**config.mk**
```make
export PLATFORM = sky130hd
export DESIGN_NAME = btn_debounce
export DESIGN_NICKNAME = d
export VERILOG_FILES = /design/src/rtl/simon_pkg.sv /design/src/rtl/btn_sync_debounce.sv /design/src/rtl/btn_debounce.sv
export SDC_FILE = /design/constraint.sdc
export NUM_CORES = 1
export LEC_CHECK = 0
export ABC_CLOCK_PERIOD_IN_PS = 2800
export CORE_UTILIZATION = 25
export CTS_CLUSTER_DIAMETER = 150
export DETAILED_ROUTE_END_ITERATION = 8
export MAX_ROUTING_LAYER = met4
export PLACE_DENSITY = 0.42
export REMOVE_ABC_BUFFERS = 1
export SLEW_MARGIN = 10
export SYNTH_ARGS = -nofsm -noshare
export SYNTH_HDL_FRONTEND = slang
export SYNTH_SLANG_ARGS = --single-unit
```
**constraint.sdc**
```tcl
create_clock -name clk -period 2.8 [get_ports clk]
set_input_delay 0.42 -clock clk [delete_from_list [all_inputs] [get_ports clk]]
set_output_delay 0.42 -clock clk [all_outputs]
set_load 0.1 [all_outputs]
```
**src/rtl/simon_pkg.sv**
```systemverilog
// Shared types and sizes for the Simon button front end.
// Provides the arbitration state enum and button-width constants.
package simon_pkg;

  localparam int NUM_BTNS = 4;
  localparam int IDX_W    = 2;

  typedef enum logic [1:0] {
    ST_IDLE,
    ST_PRESSED,
    ST_LOCKOUT
  } state_e;

  // Index of the highest set bit; the caller guarantees one-hot input.
  function automatic logic [IDX_W-1:0] onehot_idx(
    input logic [NUM_BTNS-1:0] v
  );
    logic [IDX_W-1:0] idx;
    idx = '0;
    for (int i = 0; i < NUM_BTNS; i++) begin
      if (v[i]) idx = IDX_W'(i);
    end
    return idx;
  endfunction

endpackage

```
**src/rtl/btn_sync_debounce.sv**
```systemverilog
// One button channel: 2-flop synchroniser plus stability counter.
// Ports: clk, reset (sync, active-high), btn (raw), deb (debounced level).
module btn_sync_debounce #(
  parameter int DEBOUNCE_CYCLES = 500000,
  parameter int CNT_W = $clog2(DEBOUNCE_CYCLES + 1)
) (
  input  logic clk,
  input  logic reset,
  input  logic btn,
  output logic deb
);

  localparam logic [CNT_W-1:0] LAST = CNT_W'(DEBOUNCE_CYCLES - 1);

  logic             sync1_q;
  logic             sync2_q;
  logic             deb_q;
  logic             deb_d;
  logic [CNT_W-1:0] cnt_q;
  logic [CNT_W-1:0] cnt_d;

  // Counter only runs while the synchronised input disagrees with deb;
  // it is cleared on toggle, so it can never wrap.
  always_comb begin
    deb_d = deb_q;
    cnt_d = '0;
    if (sync2_q != deb_q) begin
      if (cnt_q == LAST) begin
        deb_d = ~deb_q;
      end else begin
        cnt_d = cnt_q + 1'b1;
      end
    end
  end

  always_ff @(posedge clk) begin
    if (reset) begin
      sync1_q <= 1'b0;
      sync2_q <= 1'b0;
      deb_q   <= 1'b0;
      cnt_q   <= '0;
    end else begin
      sync1_q <= btn;
      sync2_q <= sync1_q;
      deb_q   <= deb_d;
      cnt_q   <= cnt_d;
    end
  end

  assign deb = deb_q;

endmodule

```
**src/rtl/btn_debounce.sv**
```systemverilog
// Debounces four Simon buttons and arbitrates them into one press.
// Ports: clk, reset, btns in; num, pressed, press/release pulses, deb out.
module btn_debounce
  import simon_pkg::*;
#(
  parameter int DEBOUNCE_CYCLES = 500000,
  parameter int CNT_W = $clog2(DEBOUNCE_CYCLES + 1)
) (
  input  logic                clk,
  input  logic                reset,
  input  logic [NUM_BTNS-1:0] btns,
  output logic [IDX_W-1:0]    num,
  output logic                pressed,
  output logic                press_pulse,
  output logic                release_pulse,
  output logic [NUM_BTNS-1:0] deb
);

  logic [NUM_BTNS-1:0] deb_w;

  for (genvar g = 0; g < NUM_BTNS; g++) begin : g_ch
    btn_sync_debounce #(
      .DEBOUNCE_CYCLES(DEBOUNCE_CYCLES),
      .CNT_W          (CNT_W)
    ) u_ch (
      .clk  (clk),
      .reset(reset),
      .btn  (btns[g]),
      .deb  (deb_w[g])
    );
  end

  state_e           state_q;
  state_e           state_d;
  logic [IDX_W-1:0] num_q;
  logic [IDX_W-1:0] num_d;
  logic             pressed_q;
  logic             pressed_d;
  logic             pp_q;
  logic             pp_d;
  logic             rp_q;
  logic             rp_d;
  logic             any_hi;
  logic             one_hi;

  assign any_hi = (deb_w != '0);
  assign one_hi = any_hi &&
                  ((deb_w & (deb_w - 1'b1)) == '0);

  always_comb begin
    state_d = state_q;
    num_d   = num_q;
    pp_d    = 1'b0;
    rp_d    = 1'b0;
    unique case (state_q)
      ST_IDLE: begin
        if (one_hi) begin
          state_d = ST_PRESSED;
          num_d   = onehot_idx(deb_w);
          pp_d    = 1'b1;
        end else if (any_hi) begin
          state_d = ST_LOCKOUT;
        end
      end
      ST_PRESSED: begin
        if (!deb_w[num_q]) begin
          rp_d    = 1'b1;
          state_d = any_hi ? ST_LOCKOUT : ST_IDLE;
        end
      end
      ST_LOCKOUT: begin
        if (!any_hi) state_d = ST_IDLE;
      end
      default: state_d = ST_IDLE;
    endcase
    pressed_d = (state_d == ST_PRESSED);
  end

  always_ff @(posedge clk) begin
    if (reset) begin
      state_q   <= ST_IDLE;
      num_q     <= '0;
      pressed_q <= 1'b0;
      pp_q      <= 1'b0;
      rp_q      <= 1'b0;
    end else begin
      state_q   <= state_d;
      num_q     <= num_d;
      pressed_q <= pressed_d;
      pp_q      <= pp_d;
      rp_q      <= rp_d;
    end
  end

  assign num           = num_q;
  assign pressed       = pressed_q;
  assign press_pulse   = pp_q;
  assign release_pulse = rp_q;
  assign deb           = deb_w;

endmodule

```
==> flow_summary_export.csv <==
group,metric,value,unit
run_status,outcome,"completed",
logic_synthesis,ys_top_cells_by_area,"dfxtp_1 45%, xor2_1 6.0%, nor2_1 5.9%",
grt,grt-ovfl-total,0,
power_and_ir_drop,p_per_area,561,mW/mm^2
clock_network,postCtsHoldBufs,0,
logic_synthesis,postSynthCellCount,483,
floorplanning,ios,15,
logic_synthesis,synth-compound-area-share,9.53,%
floorplanning,die_y,132,um
logic_synthesis,synth.avg_cell_area,8.78,sq um
hold_path,holdPathStages,1,
place,dp_slack,726,ps
clock_network,cts_tree,"done",
logic_synthesis,synthFlopType,"dfxtp_1",
final_layout,area_growth,15.6,%
clock_network,cts-resized-gates,0,
logic_synthesis,synthSimpleGateAreaFrac,28.6,%
run,max_cap_violations,0,
final_layout,drive_above_1_share,9.05,%
final_layout,multi_input_area,0.00218,sq mm
routing,vias,3273,
clock_network,cts_root_buf,"clkbuf_16",
setup_path,path_max_fanout,9,
setup_path,r2r.worst_path.cells,4,
clock_network,clock-sinks,95,
floorplanning,core_area,0.0166,sq mm
logic_synthesis,synthArstFlopShare,0,%
place,io_buffers,14,
sta,tightest_slew,731,ps
sta,slew_violations,0,
floorplanning,start_util,25.6,%
clock_network,htree_levels,3,
logic_synthesis,yosys_register_bits,95,
place,place.gp.congestion,0.752,
setup_path,cp.required,3080,ps
clock_network,cts.clk_slew.worst_paths,70,ps
setup_path,reg2reg_slack,750,ps
sta,rsz0062_at_grt,"false",
setup_path,r2r_end,"g_ch[0].u_ch.cnt_q[17]$_SDFF_PP0_",
final_layout,final_cells,717,
sta,final.min_clock_period,2050,ps
sta,maxSlewHeadroom,51.2,%
floorplanning,die_area,0.0175,sq mm
setup_path,worst_path_max_delay_cell,"or4_1",
logic_synthesis,yosysMostFrequentCell,"dfxtp_1",
routing,dr.first_iter.drc_count,215,
logic_synthesis,synth_top_area_share,44.9,%
logic_synthesis,synth_common_cells,"95 x dfxtp_1, 67 x nor2_1, 29 x xor2_1",
logic_synthesis,synth_cell_types,47,
clock_network,cts_setup_buffers,0,
logic_synthesis,yosysSeqAreaShare,44.9,%
setup_path,start_kind,"register",
power_and_ir_drop,ir_drop,262,uV
setup_path,crit_path_cell_trace,"nand3_1 -> or4_1 -> or4_1 -> a21oi_1",
sta,tns,0,ps
logic_synthesis,synth_top_cell_by_area,"dfxtp_1",
grt,grt_max_degree,20,
logic_synthesis,synth_mux_area_share,0.797,%
power_and_ir_drop,finalPower,0.00275,W
sta,hold_violations,0,
routing,dr.pass1.iters,4,
grt,grt_pass1_vias,3108,
routing,antenna_left,0,
logic_synthesis,syn_area,0.00424,sq mm
logic_synthesis,synthAdderAreaFrac,1.42,%
floorplanning,row_count,47,
sta,fin_ws,748,ps
clock_network,cts_buffer_depth,2,
final_layout,seqCellArea,0.00190,sq mm
grt,grtUsageTotal,10.6,%
routing,viasPerCell,4.56,
logic_synthesis,synth_xor_area_share,10.9,%
routing,totalWireLength,8.19,mm
sta,period_share,73.3,%
logic_synthesis,yosysWarnings,0,
setup_path,crit_path_frequent_cell,"or4_1",
floorplanning,die_x,132,um
sta,fmaxAchievable,0.487,GHz
final_layout,n_antenna_cell,0,
grt,grt_pass1_wl,14.6,mm
sta,timing.final.setup_violations,0,
setup_path,r2r-start,"g_ch[0].u_ch.cnt_q[5]$_SDFF_PP0_",
setup_path,crit_path_end_kind,"register",
sta,hold_slack,447,ps
final_layout,num-fill-cells,1780,
grt,antenna_found_initial,0,
final_layout,nets,502,
place,dpl.cell_count,701,
setup_path,worstSetupPathType,"reg -> reg",
place,dp_hpwl,5.71,mm
hold_path,holdPathEnd,"g_ch[1].u_ch.sync2_q$_SDFF_PP0_",
clock_network,insertion_delay,350,ps
setup_path,max_stage_delay,630,ps
logic_synthesis,synth_top_family_by_area,"simple AND/OR/NAND/NOR gates",
sta,clock_skew,9.71,ps
hold_path,min_path_type,"reg -> reg",
clock_network,cts-buffers-inserted,9,
setup_path,cp.arrival,2330,ps
hold_path,hp-start,"g_ch[1].u_ch.sync1_q$_SDFF_PP0_",
routing,drc_errors,0,
logic_synthesis,synth-edff-count,0,
routing,wire_per_inst,11.4,um
power_and_ir_drop,p_leak,1.47,nW
==> flip-flops by register name, summed over array words and instances, names as in the netlist <==
name / cells
g_ch.u_ch.cnt_q: 76
g_ch.u_ch.deb: 4
g_ch.u_ch.sync1_q: 4
g_ch.u_ch.sync2_q: 4
num: 2
press_pulse: 1
pressed: 1
release_pulse: 1
state_q: 2
==> metal layers <==
metal	routed length, um	vias up	GRT usage [%]
li1	-	1725	-
met1	4280	1510	13.8
met2	3550	28	15.5
met3	185	10	1.92
met4	169	0	5.75
met5	0	-	-
==> cells in the final DEF, fill, tap and decap left out, types with 15 or more instances in the layout <==
cell / count
inv_1: 18
nor2_1: 67
dfxtp_1: 95
or3_1: 15
xnor2_1: 24
nand2_1: 24
nand3_1: 25
o21ai_0: 17
xor2_1: 29
a21oi_1: 26
nand4_1: 19
==> kinds of logic (layout without fill, tap and decap cells) <==
kind of cell	count (synthesis)	count (layout)
simple gates	224	224
flops	95	95
compound gates	66	66
xor+xnor	53	53
buf+inv	38	52
fa+ha+maj	5	5
mux	2	2
==> through the flow <==
step,area (sq um),util [%]
2_1_floorplan,4150,-
3_3_place_gp,4570,27.5
3_5_place_dp,4570,27.5
4_1_cts,4900,29.6
5_1_grt,4900,29.6
6_report,4900,29.6
==> worst max-delay path by stage <==
stage	from	to	slack, ps	depth (start not counted)
final	g_ch[0].u_ch.cnt_q[5]$_SDFF_PP0_	g_ch[0].u_ch.cnt_q[17]$_SDFF_PP0_	750	4
after detailed placement	reset	g_ch[0].u_ch.cnt_q[15]$_SDFF_PP0_	730	4
after CTS	g_ch[1].u_ch.cnt_q[15]$_SDFF_PP0_	g_ch[1].u_ch.cnt_q[10]$_SDFF_PP0_	720	4
after global placement	g_ch[0].u_ch.cnt_q[0]$_SDFF_PP0_	g_ch[0].u_ch.cnt_q[9]$_SDFF_PP0_	790	5
after floorplan	g_ch[0].u_ch.deb$_SDFFE_PP0P_	g_ch[0].u_ch.cnt_q[13]$_SDFF_PP0_	710	4
after global routing	g_ch[0].u_ch.cnt_q[0]$_SDFF_PP0_	g_ch[0].u_ch.cnt_q[3]$_SDFF_PP0_	550	5
==> critical path: cells and delay by family (launching register included) <==
family	cells	cell delay (ps)
simple gates	3	1430
flops	1	420
compound gates	1	140
==> layout make-up <==
type                            count  area share (%)
Multi-Input combinational cell    350            44.4
Sequential cell                    95            38.8
Tap cell                          220            5.62
Clock buffer                       10            4.88
Timing Repair Buffer               18            3.01
Clock inverter                      6            1.91
Inverter                           18            1.38
==> power by group <==
group | leakage [nW] | internal [W] | switching (W)
Combinational | 0.548 | 0.0000160 | 0.0000190
Sequential | 0.767 | 0.00136 | 0.00000370
Clock | 0.159 | 0.000812 | 0.000542
(Power assumes the default switching activity.)
==> patch (same settings) <==
The 3 states of `state_e` get a one-hot encoding in 3 bits.
--- a/src/rtl/simon_pkg.sv
+++ b/src/rtl/simon_pkg.sv
@@ -7,6 +7,6 @@
 
-  typedef enum logic [1:0] {
-    ST_IDLE,
-    ST_PRESSED,
-    ST_LOCKOUT
+  typedef enum logic [2:0] {
+    ST_IDLE    = 3'b001,
+    ST_PRESSED = 3'b010,
+    ST_LOCKOUT = 3'b100
   } state_e;
Function: same outputs for any inputs over 10 cycles, from zero or initial values and one cycle with reset high; not proved beyond that.
==> patch against the original RTL <==
Power is 2.4% lower; setup slack worse by 0.099 ns; routed wire length is 4.6% higher; sequential cell count is 1 higher; first-iteration DRC count is 19% lower; clock skew is 0.0010 ns lower; final area is 1.0% higher; fmax is 4.6% lower; area after synthesis is 2.7% higher; hold slack worse by 0.0035 ns.
==> patch: results (changes against the original RTL) <==
[run_status]
status = completed  ; unchanged

[clock_network]
cts_resized = 0  ; unchanged

[layout]
fin_area_um2 = 4951  ; was 4901 um^2
multi_input_gates = 360  ; was 350
nets = 514  ; was 502
clock_cell_area_share_pct = 6.217  ; was 6.791%
drive_gt1_share_pct = 8.858  ; was 9.054%
fin_cells = 728  ; was 717
inv_count = 19  ; was 18
nFillCells = 1793  ; was 1780
bufAreaShareNonClock_pct = 2.982  ; was 3.013%
layout.area.seq_um2 = 1922  ; was 1902 um^2
multi_input_area_share_pct = 44.98  ; was 44.40%
clkbuf_count = 13  ; was 10

[yosys]
syn_avg_cell_area_um2 = 8.814  ; was 8.779 um^2
synthTopCellsByArea = dfxtp_1 44%, xnor2_1 7.8%, nor2_1 7.0%  ; was dfxtp_1 45%, xor2_1 6.0%, nor2_1 5.9%
synth_cell_types = 48  ; was 47
synth-seq-cells = 96  ; was 95
netlist_top_cells_count = 96 x dfxtp_1, 81 x nor2_1, 39 x xnor2_1, 25 x nand3_1  ; was 95 x dfxtp_1, 67 x nor2_1, 29 x xor2_1, 26 x a21oi_1, 25 x nand3_1
seq_area_frac_synth_pct = 44.14  ; was 44.85%

[placed_design]
hpwl_mm = 5.995  ; was 5.713 mm
place.gp.congestion = 0.7441  ; was 0.7522
placed_area_um2 = 4643  ; was 4568 um^2
dp.cells = 713  ; was 701

[floorplan]
core_um2 = 16820  ; was 16580 um^2

[timing]
maxSlewHeadroom_pct = 61.20  ; was 51.22%
fin_skew_ns = 0.008711  ; was 0.009710 ns

[power]
irDropWorstVdd_uv = 278.6  ; was 261.7 uV
power_leakage_nw = 1.428  ; was 1.474 nW

[critical_path]
crit_fanout = 19  ; was 9
cp.arrival_ns = 2.36  ; was 2.33 ns
max_stage_delay_ns = 0.62
reg2reg_depth = 5  ; was 4

[drt]
first_iter_violations = 175  ; was 215
finalWirelength_mm = 8.564  ; was 8.185 mm
via_per_inst = 4.600  ; was 4.565

[global_route]
grt_pass1_wl_mm = 15.37  ; was 14.65 mm
track_usage_pct = 11.07  ; was 10.63%
grt_pass1_vias = 3219  ; was 3108

[worst_hold_path]
hold_depth = 1  ; unchanged

patch: path summary, 6_finish.rpt:
path	start	end	slack, ns
setup reg to reg	g_ch[2].u_ch.cnt_q[0]	g_ch[2].u_ch.cnt_q[5]	0.65
setup / recovery	g_ch[2].u_ch.cnt_q[0]	g_ch[2].u_ch.cnt_q[5]	0.65
hold reg to reg	g_ch[1].u_ch.sync1_q	g_ch[1].u_ch.sync2_q	0.44
hold / removal	g_ch[1].u_ch.sync1_q	g_ch[1].u_ch.sync2_q	0.44
patch: logic make-up after synthesis:
family	share of synthesized area, %
flip-flops	44.14
multiplexers	0.5172
adder cells (fa/ha/maj)	1.149
AND/OR/NAND/NOR	29.94
AO/OA/AOI/OAI	7.471
buffers and inverters	4.712
XOR/XNOR	12.07
patch: power by group:
part	internal (mW)	switching, mW
registers	1.37	0.00416
logic	0.0160	0.0193
clock network	0.761	0.511
total	2.15	0.534
patch: worst max-delay path: cells and delay by family (launching register included):
kind / cells / cell delay [ns]
and+or+nand+nor: 3 / 0.98
AOI/OAI and AO/OA: 1 / 0.47
DFF: 1 / 0.38
adders and majority gates: 1 / 0.20
patch: through the flow:
step | total power [mW] | setup slack [ns]
5_1_grt | 2.801 | 0.4489
3_3_place_gp | 1.444 | 0.6828
4_1_cts | 2.743 | 0.6098
3_5_place_dp | 1.444 | 0.6166
2_1_floorplan | 1.423 | 0.7440
6_report | 2.683 | 0.6493
patch: routing by layer:
layer	vias to the layer above	track usage [%]	wire (um)	part of all wire, %
met1	1565	13.84	4352	51
met3	11	3.288	245	2.9
met5	-	-	0	0
met2	31	16.49	3801	44
li1	1742	-	-	-
met4	0	4.735	165	1.9
